$ cat src/rtl/rom_loader_pkg.sv
// rom_loader_pkg: shared defaults, FIFO entry layout and FSM states for the ROM page loader
package rom_loader_pkg;
  localparam int DEF_ADDR_W = 23;
  localparam int DEF_PAGE_BITS = 14;
  localparam int DEF_NUM_SLOTS = 3;
  localparam int PAGE_W = DEF_ADDR_W - DEF_PAGE_BITS;
  localparam int SLOT_W = (DEF_NUM_SLOTS > 1) ? $clog2(DEF_NUM_SLOTS) : 1;
  typedef enum logic [1:0] {IDLE, LOAD, DRAIN} state_t;
  typedef struct packed {
    logic [DEF_ADDR_W-1:0] addr;
    logic [7:0] data;
    logic last;
    logic [SLOT_W-1:0] slot;
  } loader_entry_t;
endpackage

$ cat src/rtl/loader_fifo.sv
// loader_fifo: synchronous FIFO with head and second-entry peek for back-to-back draining
module loader_fifo #(
  parameter int W = 8,
  parameter int DEPTH = 4
) (
  input  logic         clk_i,
  input  logic         rst_i,
  input  logic         push_i,
  input  logic [W-1:0] din_i,
  input  logic         pop_i,
  output logic [W-1:0] head_o,
  output logic [W-1:0] next_o,
  output logic         full_o,
  output logic         empty_o,
  output logic         many_o
);
  localparam int AW = $clog2(DEPTH);
  logic [W-1:0] mem_q [DEPTH];
  logic [AW:0] wp_q, rp_q, wp_d, rp_d, cnt;
  logic [AW-1:0] rn;
  logic do_push, do_pop;
  always_comb begin
    cnt = wp_q - rp_q;
    empty_o = cnt == '0;
    full_o = (wp_q[AW] != rp_q[AW]) && (wp_q[AW-1:0] == rp_q[AW-1:0]);
    many_o = cnt[AW:1] != '0;
    do_pop = pop_i & ~empty_o;
    do_push = push_i & (~full_o | do_pop);
    wp_d = do_push ? wp_q + 1'b1 : wp_q;
    rp_d = do_pop ? rp_q + 1'b1 : rp_q;
    rn = rp_q[AW-1:0] + 1'b1;
    head_o = mem_q[rp_q[AW-1:0]];
    next_o = mem_q[rn];
  end
  always_ff @(posedge clk_i) begin
    if (do_push) mem_q[wp_q[AW-1:0]] <= din_i;
  end
  always_ff @(posedge clk_i) begin
    if (rst_i) begin
      wp_q <= '0;
      rp_q <= '0;
    end else begin
      wp_q <= wp_d;
      rp_q <= rp_d;
    end
  end
endmodule

$ cat src/rtl/rom_page_loader.sv
// rom_page_loader: maps ioctl download pages onto RAM pages through a slot table,
// buffering bytes in a FIFO ahead of a req/ack RAM write port
module rom_page_loader
  import rom_loader_pkg::*;
#(
  parameter int ADDR_W = DEF_ADDR_W,
  parameter int PAGE_BITS = DEF_PAGE_BITS,
  parameter int NUM_SLOTS = DEF_NUM_SLOTS,
  parameter logic [NUM_SLOTS*(ADDR_W-PAGE_BITS)-1:0] SLOT_MAP = {9'h107, 9'h100, 9'h000},
  parameter int FIFO_DEPTH = 4,
  parameter int DL_INDEX = 0
) (
  input  logic                 clk_sys,
  input  logic                 reset,
  input  logic                 ioctl_download,
  input  logic [7:0]           ioctl_index,
  input  logic                 ioctl_wr,
  input  logic [24:0]          ioctl_addr,
  input  logic [7:0]           ioctl_dout,
  output logic                 ram_we,
  output logic [ADDR_W-1:0]    ram_addr,
  output logic [7:0]           ram_din,
  input  logic                 ram_ack,
  output logic                 busy,
  output logic [NUM_SLOTS-1:0] page_loaded,
  output logic                 out_of_range,
  output logic                 overflow
);
  localparam int PW = ADDR_W - PAGE_BITS;
  localparam int SIDX_W = 25 - PAGE_BITS;
  state_t state_q, state_d;
  loader_entry_t push_e, head_e, next_e, pres_q, pres_d;
  logic active, active_q, start, accept, in_range, push, pop;
  logic full, empty, many, load_head, load_next;
  logic ram_we_q, ram_we_d, oor_q, oor_d, ovf_q, ovf_d;
  logic [NUM_SLOTS-1:0] page_loaded_q, page_loaded_d;
  logic [SIDX_W-1:0] slot_idx;
  logic [PW-1:0] page_sel;
  loader_fifo #(.W($bits(loader_entry_t)), .DEPTH(FIFO_DEPTH)) u_fifo (
    .clk_i(clk_sys),
    .rst_i(reset),
    .push_i(push),
    .din_i(push_e),
    .pop_i(pop),
    .head_o(head_e),
    .next_o(next_e),
    .full_o(full),
    .empty_o(empty),
    .many_o(many)
  );
  always_comb begin
    active = ioctl_download & (ioctl_index == 8'(DL_INDEX));
    start = active & ~active_q;
    slot_idx = ioctl_addr[24:PAGE_BITS];
    in_range = slot_idx < SIDX_W'(NUM_SLOTS);
    page_sel = SLOT_MAP[slot_idx*PW +: PW];
    push_e = '{addr: {page_sel, ioctl_addr[PAGE_BITS-1:0]}, data: ioctl_dout,
               last: &ioctl_addr[PAGE_BITS-1:0], slot: slot_idx[SLOT_W-1:0]};
    accept = (state_q == LOAD) & ioctl_wr & active;
    pop = ram_we_q & ram_ack;
    // a full FIFO still takes the byte when the head retires on the same edge
    push = accept & in_range & (~full | pop);
    load_head = ~ram_we_q & ~empty;
    load_next = pop & many;
    ram_we_d = load_head | load_next | (ram_we_q & ~ram_ack);
    pres_d = load_next ? next_e : load_head ? head_e : pres_q;
    page_loaded_d = (start ? '0 : page_loaded_q) |
                    ((pop & pres_q.last) ? (NUM_SLOTS'(1) << pres_q.slot) : '0);
    oor_d = (~start & oor_q) | (accept & ~in_range);
    ovf_d = (~start & ovf_q) | (accept & in_range & full & ~pop);
  end
  always_comb begin
    state_d = (state_q == IDLE) ? (start ? LOAD : IDLE) :
              (state_q == LOAD) ? (active ? LOAD : DRAIN) :
              start ? LOAD : (empty & ~ram_we_q) ? IDLE : DRAIN;
  end
  always_comb begin
    busy = state_q != IDLE;
    ram_we = ram_we_q;
    ram_addr = pres_q.addr;
    ram_din = pres_q.data;
    page_loaded = page_loaded_q;
    out_of_range = oor_q;
    overflow = ovf_q;
  end
  always_ff @(posedge clk_sys) begin
    if (reset) state_q <= IDLE;
    else state_q <= state_d;
  end
  always_ff @(posedge clk_sys) begin
    if (reset) begin
      active_q <= 1'b0;
      ram_we_q <= 1'b0;
      pres_q <= '0;
      page_loaded_q <= '0;
      oor_q <= 1'b0;
      ovf_q <= 1'b0;
    end else begin
      active_q <= active;
      ram_we_q <= ram_we_d;
      pres_q <= pres_d;
      page_loaded_q <= page_loaded_d;
      oor_q <= oor_d;
      ovf_q <= ovf_d;
    end
  end
endmodule

$ cat config.mk
export PLATFORM = sky130hd
export DESIGN_NAME = rom_page_loader
export DESIGN_NICKNAME = d
export VERILOG_FILES = /design/src/rtl/rom_loader_pkg.sv /design/src/rtl/loader_fifo.sv /design/src/rtl/rom_page_loader.sv
export SDC_FILE = /design/constraint.sdc
export NUM_CORES = 1
export LEC_CHECK = 0
export CAP_MARGIN = 20
export CORE_MARGIN = 3
export CORE_UTILIZATION = 45
export DETAILED_ROUTE_END_ITERATION = 8
export GPL_TIMING_DRIVEN = 0
export PLACE_DENSITY_LB_ADDON = 0.05
export SYNTH_ARGS = -nofsm -noshare
export SYNTH_HDL_FRONTEND = slang
export SYNTH_HIERARCHICAL = 1
export SYNTH_SLANG_ARGS = --single-unit
export TNS_END_PERCENT = 1
$ cat constraint.sdc
create_clock -name clk_sys -period 4.6 [get_ports clk_sys]
set_clock_uncertainty 0.05 [all_clocks]
set_input_delay 0.69 -clock clk_sys [delete_from_list [all_inputs] [get_ports clk_sys]]
set_output_delay 0.69 -clock clk_sys [all_outputs]
set_load 0.03 [all_outputs]
==> reports/metrics.csv <==
stage,metric,value,unit
placed_design,port buffer count,83,
clocking,root buf cell,clkbuf_16,
route,final WL,18770,um
critical_path,Top delay family on crit path,simple AND/OR/NAND/NOR gates,
critical_path,worst path bufs/invs,3,
hold_path,Hold Path Sink,ram_addr[19]$_SDFFE_PP0P_,
global_routing,largest net degree at the start of global routing,24,
route,post-route ant nets,0,
placed_design,placed inst area,0.009648,mm^2
layout,Filler cells,1441,
critical_path,Worst path depth,8,
synthesis,Synth Instances,526,
critical_path,FF-to-FF path depth,10,
critical_path,crit-path cells,clkdlybuf4s50_1 -> a211oi_1 -> nand3_1 -> nor3b_1 -> inv_1 -> a31oi_2 -> and2_2 -> buf_16,
route,drt pass-1 iters,5,
global_routing,GRT Resource Usage Total,0.1921,
power,Pwr Density,320.6,mW/mm^2
global_routing,Top Usage Layer GRT,met2,
clocking,worst-case clock buffer depth,2,
sta,Worst Tran Pin Value,1.038,ns
sta,"Worst Setup Slack, final",0.9654,ns
die,Initial Util,0.4614,
route,Iter 0 DRT Violations,337,
layout,post-route insts no fill,893,
global_routing,GRT Residual Overflow,0,
critical_path,Worst EP arrival,3.71,ns
clocking,CTS tree,yes,
synthesis,post-synthesis register bit count,187,
synthesis,top_reg_cell synth,edfxtp_1,
sta,RSZ-0062 raised after global routing,false,
clocking,Post-CTS Setup Bufs,0,
layout,area grow syn2layout,22.17,%
critical_path,critical path peak fanout,18,
sta,fin crit share,0.7901,
placed_design,placed instance count,861,
sta,"Hold Violations, Final",0,
placed_design,GP Congestion,0.8009,
clocking,PostCTS Resize Cnt,0,
placed_design,pre-CTS setup slack,0.3767,ns
layout,# diodes,0,
die,chip height,142.2,um
clocking,H-tree levels,4,
critical_path,Worst Setup Path Type,in -> reg,
clocking,hold-fix buffer count after cts,0,
global_routing,first-pass GRT wire length,29170,um
critical_path,startpoint types,input pin,
die,Core Rows,49,
route,wire length per cell,21.02,um
die,die area,0.02022,mm^2
synthesis,post-synthesis sequential area ratio,0.6117,
layout,Finished Cell Area,0.01020,mm^2
critical_path,"Req. time, crit path",4.67,ns
hold_path,beginning of the worst hold path,ram_addr[19]$_SDFFE_PP0P_,
global_routing,met1 Use GR,0.2577,
sta,max-slew violations,0,
hold_path,Cells on Worst Hold Path,2,
clocking,"Clk Latency, worst-skew pair",0.42,ns
sta,Rel. slew slack,0.3065,
layout,ratio of cells with drive above 1 in the final layout,0.2485,
clocking,clock sink count,187,
outcome,status,completed,
route,Vias,5036,
power,peak supply drop,0.2651,mV
layout,post-layout utilization of the core,0.5638,
critical_path,crit path max-delay cell type,and2_2,
global_routing,met3 Resource Use GR,0.03192,
hold_path,hold crit path type,reg -> reg,
layout,final net count,705,
die,Placeable Area,0.01809,mm^2
synthesis,ys async rst share,0,
critical_path,r2r endpoint,u_fifo/mem_q[0][8]$_DFFE_PP_,
layout,"commonest non-fill, non-tap cell in the layout",edfxtp_1,
route,vias per inst,5.639,
clocking,clk slew on worst S/H paths,0.06,ns
synthesis,syn avg cell area,15.87,um^2
power,Leak Pwr,3.254,nW
placed_design,dpl hpwl,12770,um
synthesis,synth unique cells,46,
global_routing,M2 GR Usage,0.3267,
sta,Final setup viols,0,
sta,final hold slack,0.4022,ns
critical_path,CP max stage delay,0.60,ns
global_routing,initial antenna violation count,0,
die,die width,142.2,um
run,Max-Cap Viols,0,
critical_path,CP startpoint,ioctl_addr[15],
layout,most frequent cells in the layout,"136 x edfxtp_1, 83 x clkdlybuf4s50_1, 68 x mux4_2",
critical_path,R2R Path Start,u_fifo/wp_q[0]$_SDFFE_PP0P_,
critical_path,Reg2Reg Setup Slack,1.21,ns
synthesis,YS warnings,6,
synthesis,Mapped Area,0.008346,mm^2
clocking,TritonCTS buffer count,17,
route,DRC,0,
critical_path,CP endpoint kind,register,
synthesis,Post-synth EDFFs,136,
die,I/O pin cnt,84,
global_routing,vias in the first global route,5200,
sta,minimum clock period,3.635,ns
sta,Fmax,275.1,MHz
==> stage by stage <==
| stage | setup TNS, ns | total power [mW] |
|---|---|---|
| after floorplan | 0 | 1.853 |
| after detailed placement | 0 | 1.914 |
| final | 0 | 3.269 |
| after global placement | -55.21 | 1.911 |
| after global routing | 0 | 3.367 |
| after CTS | 0 | 3.296 |
==> cells by family (layout without fill, tap and decap cells) <==
| kind of cell | count (synthesis) | count (layout) | share of synthesized area |
|---|---|---|---|
| compound gates | 82 | 82 | 0.06522 |
| mux | 74 | 74 | 0.1922 |
| simple gates | 101 | 101 | 0.06267 |
| fa+ha+maj | 8 | 8 | 0.01289 |
| other cells | 1 | 20 | 0.0004493 |
| buf+inv | 70 | 189 | 0.04993 |
| xor+xnor | 3 | 3 | 0.004948 |
| flops | 187 | 187 | 0.6117 |
==> routing by layer <==
metal  part of all wire  wire length [um]
met3              0.045               843
met4             0.0070               131
met5                  0                 0
met2               0.52              9707
met1               0.43              8087
==> registers in the layout, indices dropped and copies added (netlist names), named ones only <==
name and cells:
out_of_range 1, u_fifo/wp_q 3, ram_we 1, page_loaded 3, state_q 2, u_fifo/rp_q 3, u_fifo/mem_q 136, ram_addr 23
ram_din 8, overflow 1, active_q 1, pres_q 3
==> worst max-delay path by stage <==
stage | slack (ns) | end
6_report | 0.97 | u_fifo/mem_q[0][8]$_DFFE_PP_
3_3_place_gp | -0.43 | u_fifo/mem_q[3][16]$_DFFE_PP_
5_1_grt | 0.68 | u_fifo/mem_q[0][1]$_DFFE_PP_
3_5_place_dp | 0.38 | u_fifo/mem_q[0][6]$_DFFE_PP_
2_1_floorplan | 1.40 | u_fifo/mem_q[0][0]$_DFFE_PP_
4_1_cts | 0.85 | u_fifo/mem_q[0][1]$_DFFE_PP_
==> worst reg2reg max path, delay by kind of cell, from the launching register on <==
kind | cells | cell delay (ns)
buffers and inverters | 3 | 0.48
AND/OR/NAND/NOR | 5 | 1.49
adder cells (fa/ha/maj) | 1 | 0.38
AO/OA/AOI/OAI | 1 | 0.29
flip-flops | 1 | 0.38
==> cells in the mapped netlist (all sizes together) (5+ instances only) <==
master / count / share of area
clkbuf: 12 / 0.0054
nand2: 42 / 0.019
nor2b: 7 / 0.0052
dfxtp: 51 / 0.12
ha: 7 / 0.010
nand2b: 5 / 0.0037
inv: 7 / 0.0031
nor2: 13 / 0.0061
edfxtp: 136 / 0.49
nand3: 5 / 0.0036
and2: 6 / 0.0045
a21oi: 38 / 0.023
mux4: 68 / 0.18
nor3: 6 / 0.0036
a22oi: 36 / 0.032
buf: 51 / 0.041
==> report_power, final <==
part	internal [mW]	switching (mW)
sequential	1.80	0.00000936
combinational	0.0389	0.0363
clock	0.803	0.589
total	2.64	0.625
==> final cells by class <==
type	instances	area, um^2	share of cell area
sequential	187	5105	0.5007
multi-input combinational	288	2907	0.2851
timing repair buffer	87	933.4	0.09155
clock buffer	26	459.2	0.04504
buffer	63	390.4	0.03829
tap	229	286.5	0.02810
clock inverter	6	88.84	0.008713
inverter	7	26.28	0.002577
(Power assumes the default switching activity.)
